**config.mk**
```make
export PLATFORM = sky130hd
export DESIGN_NAME = peripheral_bus_arbiter
export DESIGN_NICKNAME = d
export VERILOG_FILES = /design/src/rtl/peripheral_bus_pkg.sv /design/src/rtl/peripheral_bus_rr_select.sv /design/src/rtl/peripheral_bus_arbiter.sv
export SDC_FILE = /design/constraint.sdc
export NUM_CORES = 1
export LEC_CHECK = 0
export CORE_MARGIN = 2
export CORE_UTILIZATION = 35
export DETAILED_ROUTE_END_ITERATION = 12
export PLACE_DENSITY = 0.84
export SLEW_MARGIN = 20
export SYNTH_ARGS = -nofsm -noshare
export SYNTH_HDL_FRONTEND = slang
export SYNTH_SLANG_ARGS = --single-unit
export TNS_END_PERCENT = 50
```
**constraint.sdc**
```tcl
create_clock -name clk -period 1.3 [get_ports clk]
set_input_delay 0.13 -clock clk [delete_from_list [all_inputs] [get_ports clk]]
set_output_delay 0.13 -clock clk [all_outputs]
set_load 0.02 [all_outputs]
```
**src/rtl/peripheral_bus_pkg.sv**
```systemverilog
// Shared definitions for the peripheral bus arbiter.
// Holds the bus widths and the arbiter FSM state encoding.
// No ports.
package peripheral_bus_pkg;

    localparam int ADDR_W = 12;
    localparam int DATA_W = 32;
    localparam int BSEL_W = 4;

    typedef enum logic [1:0] {
        ST_IDLE    = 2'd0,
        ST_ACCESS  = 2'd1,
        ST_RESPOND = 2'd2
    } arb_state_e;

endpackage

```
**src/rtl/peripheral_bus_rr_select.sv**
```systemverilog
// Two-way round-robin grant with a last-served pointer.
// Ports:
//   clk, rst       - clock, synchronous active-high reset
//   req0_i, req1_i - requester m0 / m1 pending
//   update_i       - record served_i as the last-served requester
//   served_i       - index of the requester just completed
//   grant_valid_o  - at least one request pending
//   grant_idx_o    - winning requester (0 = m0, 1 = m1)
module peripheral_bus_rr_select
    import peripheral_bus_pkg::*;
(
    input  logic clk,
    input  logic rst,
    input  logic req0_i,
    input  logic req1_i,
    input  logic update_i,
    input  logic served_i,
    output logic grant_valid_o,
    output logic grant_idx_o
);

    // Reset to m1 so that m0 wins the first tie.
    logic last_q;

    always_ff @(posedge clk) begin
        if (rst) begin
            last_q <= 1'b1;
        end else if (update_i) begin
            last_q <= served_i;
        end
    end

    always_comb begin
        grant_valid_o = req0_i | req1_i;
        grant_idx_o   = 1'b0;
        if (req0_i && req1_i) begin
            grant_idx_o = ~last_q;
        end else if (req1_i) begin
            grant_idx_o = 1'b1;
        end
    end

endmodule

```
**src/rtl/peripheral_bus_arbiter.sv**
```systemverilog
// Two-requester arbiter in front of a shared peripheral register bus.
// One transaction at a time: grant, drive the bus until the peripheral is
// not busy, then return data/error with a one-cycle ack.
// Optional macro: PERIPHERAL_BUS_ARBITER_TIMEOUT_EN aborts an access after
// TIMEOUT_CYCLES consecutive busy cycles with error = 1, data = 0.
// Ports:
//   clk, rst                    - clock, synchronous active-high reset
//   mX_request/we/address/byteSelect/dataWrite - requester X inputs
//   mX_dataRead/ack/error       - requester X response (valid with ack)
//   peripheralBus_*             - shared bus outputs (zero outside ACCESS)
//   peripheralBus_dataRead      - read data from the bus
//   peripheralBus_requestOutput - some register claimed the read
//   peripheralBus_busy          - slow peripheral stall
//
// state      | meaning
// ST_IDLE    | waiting for a request, bus idle
// ST_ACCESS  | latched transaction on the bus, waiting for busy low
// ST_RESPOND | ack pulse to the granted requester
module peripheral_bus_arbiter
    import peripheral_bus_pkg::*;
#(
    parameter int TIMEOUT_CYCLES = 255
) (
    input  logic              clk,
    input  logic              rst,
    input  logic              m0_request,
    input  logic              m0_we,
    input  logic [ADDR_W-1:0] m0_address,
    input  logic [BSEL_W-1:0] m0_byteSelect,
    input  logic [DATA_W-1:0] m0_dataWrite,
    output logic [DATA_W-1:0] m0_dataRead,
    output logic              m0_ack,
    output logic              m0_error,
    input  logic              m1_request,
    input  logic              m1_we,
    input  logic [ADDR_W-1:0] m1_address,
    input  logic [BSEL_W-1:0] m1_byteSelect,
    input  logic [DATA_W-1:0] m1_dataWrite,
    output logic [DATA_W-1:0] m1_dataRead,
    output logic              m1_ack,
    output logic              m1_error,
    output logic              peripheralBus_we,
    output logic              peripheralBus_oe,
    output logic [ADDR_W-1:0] peripheralBus_address,
    output logic [BSEL_W-1:0] peripheralBus_byteSelect,
    output logic [DATA_W-1:0] peripheralBus_dataWrite,
    input  logic [DATA_W-1:0] peripheralBus_dataRead,
    input  logic              peripheralBus_requestOutput,
    input  logic              peripheralBus_busy
);

    if (TIMEOUT_CYCLES < 1 || TIMEOUT_CYCLES > 255) begin : g_bad_timeout
        $error("TIMEOUT_CYCLES must be in 1..255");
    end

    arb_state_e        state_q;
    logic              gnt_q;
    logic              bus_we_q;
    logic              bus_oe_q;
    logic [ADDR_W-1:0] bus_addr_q;
    logic [BSEL_W-1:0] bus_bsel_q;
    logic [DATA_W-1:0] bus_wdata_q;
    logic              ack0_q, ack1_q;
    logic              err0_q, err1_q;
    logic [DATA_W-1:0] rdata0_q, rdata1_q;

    logic              grant_valid;
    logic              grant_idx;
    logic              access_done;
    logic [DATA_W-1:0] resp_data;
    logic              resp_err;

`ifdef PERIPHERAL_BUS_ARBITER_TIMEOUT_EN
    localparam logic [7:0] TIMEOUT_LAST = 8'(TIMEOUT_CYCLES - 1);
    logic [7:0] to_cnt_q;
`endif

    peripheral_bus_rr_select u_rr (
        .clk           (clk),
        .rst           (rst),
        .req0_i        (m0_request),
        .req1_i        (m1_request),
        .update_i      (state_q == ST_RESPOND),
        .served_i      (gnt_q),
        .grant_valid_o (grant_valid),
        .grant_idx_o   (grant_idx)
    );

    // A write never reports a missing register claim.
    always_comb begin
        access_done = !peripheralBus_busy;
        resp_data   = peripheralBus_dataRead;
        resp_err    = !bus_we_q && !peripheralBus_requestOutput;
`ifdef PERIPHERAL_BUS_ARBITER_TIMEOUT_EN
        // to_cnt_q counts busy cycles already spent; this is the last allowed one.
        if (peripheralBus_busy && (to_cnt_q == TIMEOUT_LAST)) begin
            access_done = 1'b1;
            resp_data   = '0;
            resp_err    = 1'b1;
        end
`endif
    end

    always_ff @(posedge clk) begin
        if (rst) begin
            state_q     <= ST_IDLE;
            gnt_q       <= 1'b0;
            bus_we_q    <= 1'b0;
            bus_oe_q    <= 1'b0;
            bus_addr_q  <= '0;
            bus_bsel_q  <= '0;
            bus_wdata_q <= '0;
            ack0_q      <= 1'b0;
            ack1_q      <= 1'b0;
            err0_q      <= 1'b0;
            err1_q      <= 1'b0;
            rdata0_q    <= '0;
            rdata1_q    <= '0;
`ifdef PERIPHERAL_BUS_ARBITER_TIMEOUT_EN
            to_cnt_q    <= '0;
`endif
        end else begin
            case (state_q)
                ST_IDLE: begin
                    if (grant_valid) begin
                        gnt_q       <= grant_idx;
                        bus_we_q    <= grant_idx ? m1_we : m0_we;
                        bus_oe_q    <= grant_idx ? !m1_we : !m0_we;
                        bus_addr_q  <= grant_idx ? m1_address : m0_address;
                        bus_bsel_q  <= grant_idx ? m1_byteSelect : m0_byteSelect;
                        bus_wdata_q <= grant_idx ? m1_dataWrite : m0_dataWrite;
                        state_q     <= ST_ACCESS;
                    end
                end
                ST_ACCESS: begin
                    if (access_done) begin
                        bus_we_q    <= 1'b0;
                        bus_oe_q    <= 1'b0;
                        bus_addr_q  <= '0;
                        bus_bsel_q  <= '0;
                        bus_wdata_q <= '0;
                        ack0_q      <= !gnt_q;
                        ack1_q      <= gnt_q;
                        err0_q      <= !gnt_q && resp_err;
                        err1_q      <= gnt_q && resp_err;
                        rdata0_q    <= gnt_q ? '0 : resp_data;
                        rdata1_q    <= gnt_q ? resp_data : '0;
                        state_q     <= ST_RESPOND;
                    end
`ifdef PERIPHERAL_BUS_ARBITER_TIMEOUT_EN
                    to_cnt_q <= access_done ? 8'd0 : to_cnt_q + 8'd1;
`endif
                end
                ST_RESPOND: begin
                    ack0_q   <= 1'b0;
                    ack1_q   <= 1'b0;
                    err0_q   <= 1'b0;
                    err1_q   <= 1'b0;
                    rdata0_q <= '0;
                    rdata1_q <= '0;
                    state_q  <= ST_IDLE;
                end
                default: state_q <= ST_IDLE;
            endcase
        end
    end

    assign peripheralBus_we         = bus_we_q;
    assign peripheralBus_oe         = bus_oe_q;
    assign peripheralBus_address    = bus_addr_q;
    assign peripheralBus_byteSelect = bus_bsel_q;
    assign peripheralBus_dataWrite  = bus_wdata_q;
    assign m0_ack      = ack0_q;
    assign m1_ack      = ack1_q;
    assign m0_error    = err0_q;
    assign m1_error    = err1_q;
    assign m0_dataRead = rdata0_q;
    assign m1_dataRead = rdata1_q;

endmodule

```
==> qor.txt <==
run status -> complete, but fails checks
violations in the final reports -> negative setup slack
drt pass-1 iters -> 4
layout overhead on the synthesized area -> 89.93%
Worst setup SP type -> flip-flop
crit path cell chain -> or3b_4 -> bufbuf_16 -> a32oi_2 -> nor2_1
Top Ports -> 254
final number of max-transition violations -> 0
final WL -> 17900 um
vias in the first global route -> 4801
WS Path Type -> flip-flop to flip-flop
post-layout util -> 0.6750
NumNets Final -> 845
Min-Delay Path Class -> primary input to flip-flop
Clock Skews -> 0.005731 ns
Die X -> 119.5 um
initial core utilization -> 0.3554
initial antenna violation count -> 0
# clock sinks -> 122
top post-synthesis cells by area -> dfxtp_1 52%, a32oi_1 13%, mux2i_1 10%
Die ar. -> 0.01428 mm2
commonest cells after routing, fill and taps aside -> 134 x clkdlybuf4s50_1, 119 x dfxtp_1, 116 x dlygate4sd2_1
DRT iter0 DRCs -> 366
core area -> 0.01314 mm2
H-tree depth -> 4
worst hold margin -> 0.2097 ns
placed cell count -> 836
crit end category -> flip-flop
Synthesis Warnings -> 0
# hold bufs at CTS -> 0
DRC errors left -> 0
vias -> 4805
Peak VDD IR -> 0.7429 mV
WP data required -> 1.57 ns
Synth Flop Type -> dfxtp_1
#FFs+latches synth -> 122
clk root buf -> clkbuf_16
clock-pin transition on the worst setup and hold timing paths -> 0.05 ns
Overflow after GRT -> 0
post-synthesis cell area -> 0.004669 mm2
Netlist cell types -> 32
post-synth top area share -> 0.5230
largest net degree at the start of global routing -> 76
WP data arrival -> 1.81 ns
chip height -> 119.5 um
Finished Layout Cells -> 892
RSZ-0062 raised after global routing -> true
Total GRT Usage -> 0.2248
commonest non-fill, non-tap cell in the layout -> clkdlybuf4s50_1
clock tree buffer depth -> 2
Filler cells -> 1007
post-synth net total -> 571
Antenna diodes -> 0
DRT antenna net count -> 0
Cell Pwr Density -> 1141 mW/mm2
routability cong. -> 0.8180
critical path's slowest cell -> or3b_4
post-route worst setup slack -> -0.2382 ns
Highest Clock Rate -> 650.1 MHz
CTS tree -> yes
setup violators final -> 117
syn_area_per_cell -> 10.73 um2
cell taking the most area after synthesis -> dfxtp_1
Least-Margin Pin Slew -> 0.2953 ns
min Tclk post-route -> 1.538 ns
slew margin rel. -> 0.7975
Port Buf Inserts -> 253
drt wl/cell -> 20.06 um
Async S/R FF share, synth -> 0
Synth Instances -> 435
maxcap violations -> 0
Seq/Total Area, Yosys -> 0.5230
dpl hpwl -> 10470 um
first-pass GRT wire length -> 25050 um
FP Rows -> 42
Pleak -> 3.795 nW
fin crit share -> 1.183
vias per cell -> 5.387
Final Hold Fails -> 0
Clock Latency Late Sink -> 0.40 ns
cts bufs inserted -> 17
CP max FO -> 8
number of synthesized flops with an enable pin -> 0
Critical Path Max Stage Delay -> 0.46 ns
share of cells above drive strength 1 -> 0.1997
[per-layer routing]
| metal | GRT usage | wire length, um | vias to the layer above |
|---|---|---|---|
| met2 | 0.3986 | 9205 | 188 |
| met4 | 0.08456 | 498 | 0 |
| met3 | 0.06274 | 962 | 38 |
| li1 | - | - | 2218 |
| met5 | 0 | 0 | - |
| met1 | 0.2568 | 7230 | 2361 |
[metrics by stage]
step	power [mW]	setup TNS (ns)	cell area [um2]	setup slack, ns
finish	10.12	-19.24	8869	-0.2382
floorplan	4.913	-2.562	4697	-0.06683
detailed placement	5.932	-45.60	7495	-0.4349
global placement	5.892	-42.39	7495	-0.3971
CTS	9.940	-18.95	8299	-0.2028
global route	10.49	-23.85	8869	-0.2713
[final cells by class]
class | instances | area (um2) | area share
Timing Repair Buffer | 304 | 3281 | 0.3699
Sequential cell | 122 | 2451 | 0.2764
Multi-Input combinational cell | 263 | 2416 | 0.2724
Clock buffer | 22 | 474.2 | 0.05347
Tap cell | 176 | 220.2 | 0.02483
Clock inverter | 4 | 22.52 | 0.002540
Inverter | 1 | 3.754 | 0.0004233
[worst paths after layout]
kind / start / endpoint / slack, ns / cells past startpoint
setup / recovery: state_q[0]$_SDFFE_PP0P_ / m1_dataRead[16]$_SDFFE_PP0P_ / -0.24 / 4
hold / removal: rst / m0_dataRead[10]$_SDFFE_PP0P_ / 0.21 / 3
hold reg to reg: peripheralBus_byteSelect[3]$_SDFFE_PP0P_ / peripheralBus_byteSelect[3]$_SDFFE_PP0P_ / 0.46 / 1
setup reg to reg: state_q[0]$_SDFFE_PP0P_ / m1_dataRead[16]$_SDFFE_PP0P_ / -0.24 / 4
[flip-flops by register name, indices dropped and copies added, names as in the netlist]
signal                    count
peripheralBus_dataWrite      32
m1_dataRead                  32
peripheralBus_byteSelect      4
m0_error                      1
state_q                       2
m0_ack                        1
peripheralBus_oe              1
m1_ack                        1
u_rr.last_q                   1
m0_dataRead                  32
peripheralBus_address        12
gnt_q                         1
peripheralBus_we              1
m1_error                      1
[synthesized netlist by cell type, types with 2 or more instances]
cell type	n
nor3_1	2
buf_6	5
nand2_1	2
buf_1	2
mux2i_1	48
nand2b_1	2
buf_2	22
buf_4	2
a21oi_1	3
a32oi_1	67
a31oi_1	2
nor2b_1	2
clkbuf_1	18
dfxtp_1	122
nor2_1	72
o2bb2ai_1	48
[timing repair]
action	4_1_cts	5_1_grt
pin swaps	16	30
gates cloned	11	7
setup buffers	4	9
setup endpoints to repair	234	119
endpoints found under the hold margin	0	0
resized for setup	129	74
[worst max-delay path, delay by kind of cell (launching register included)]
kind | cells | cell delay (ns)
DFF | 1 | 0.36
and+or+nand+nor | 2 | 0.52
buffers and inverters | 1 | 0.32
AOI/OAI and AO/OA | 1 | 0.21
[kinds of logic (layout without fill, tap and decap cells)]
group                  after synthesis  after routing  synth area share
flip-flops                         122            122            0.5230
AND/OR/NAND/NOR                     88             88           0.08494
buffers and inverters               50            331           0.05573
AO/OA/AOI/OAI                      127            127            0.2334
multiplexers                        48             48            0.1029
[power by group]
part	total [mW]	leakage [nW]	switching, mW	internal [mW]
Combinational	2.06	2.55	0.981	1.08
Sequential	4.08	0.997	0.131	3.95
Clock	3.99	0.245	1.48	2.50
No activity file was read; power rests on OpenSTA's default activity.
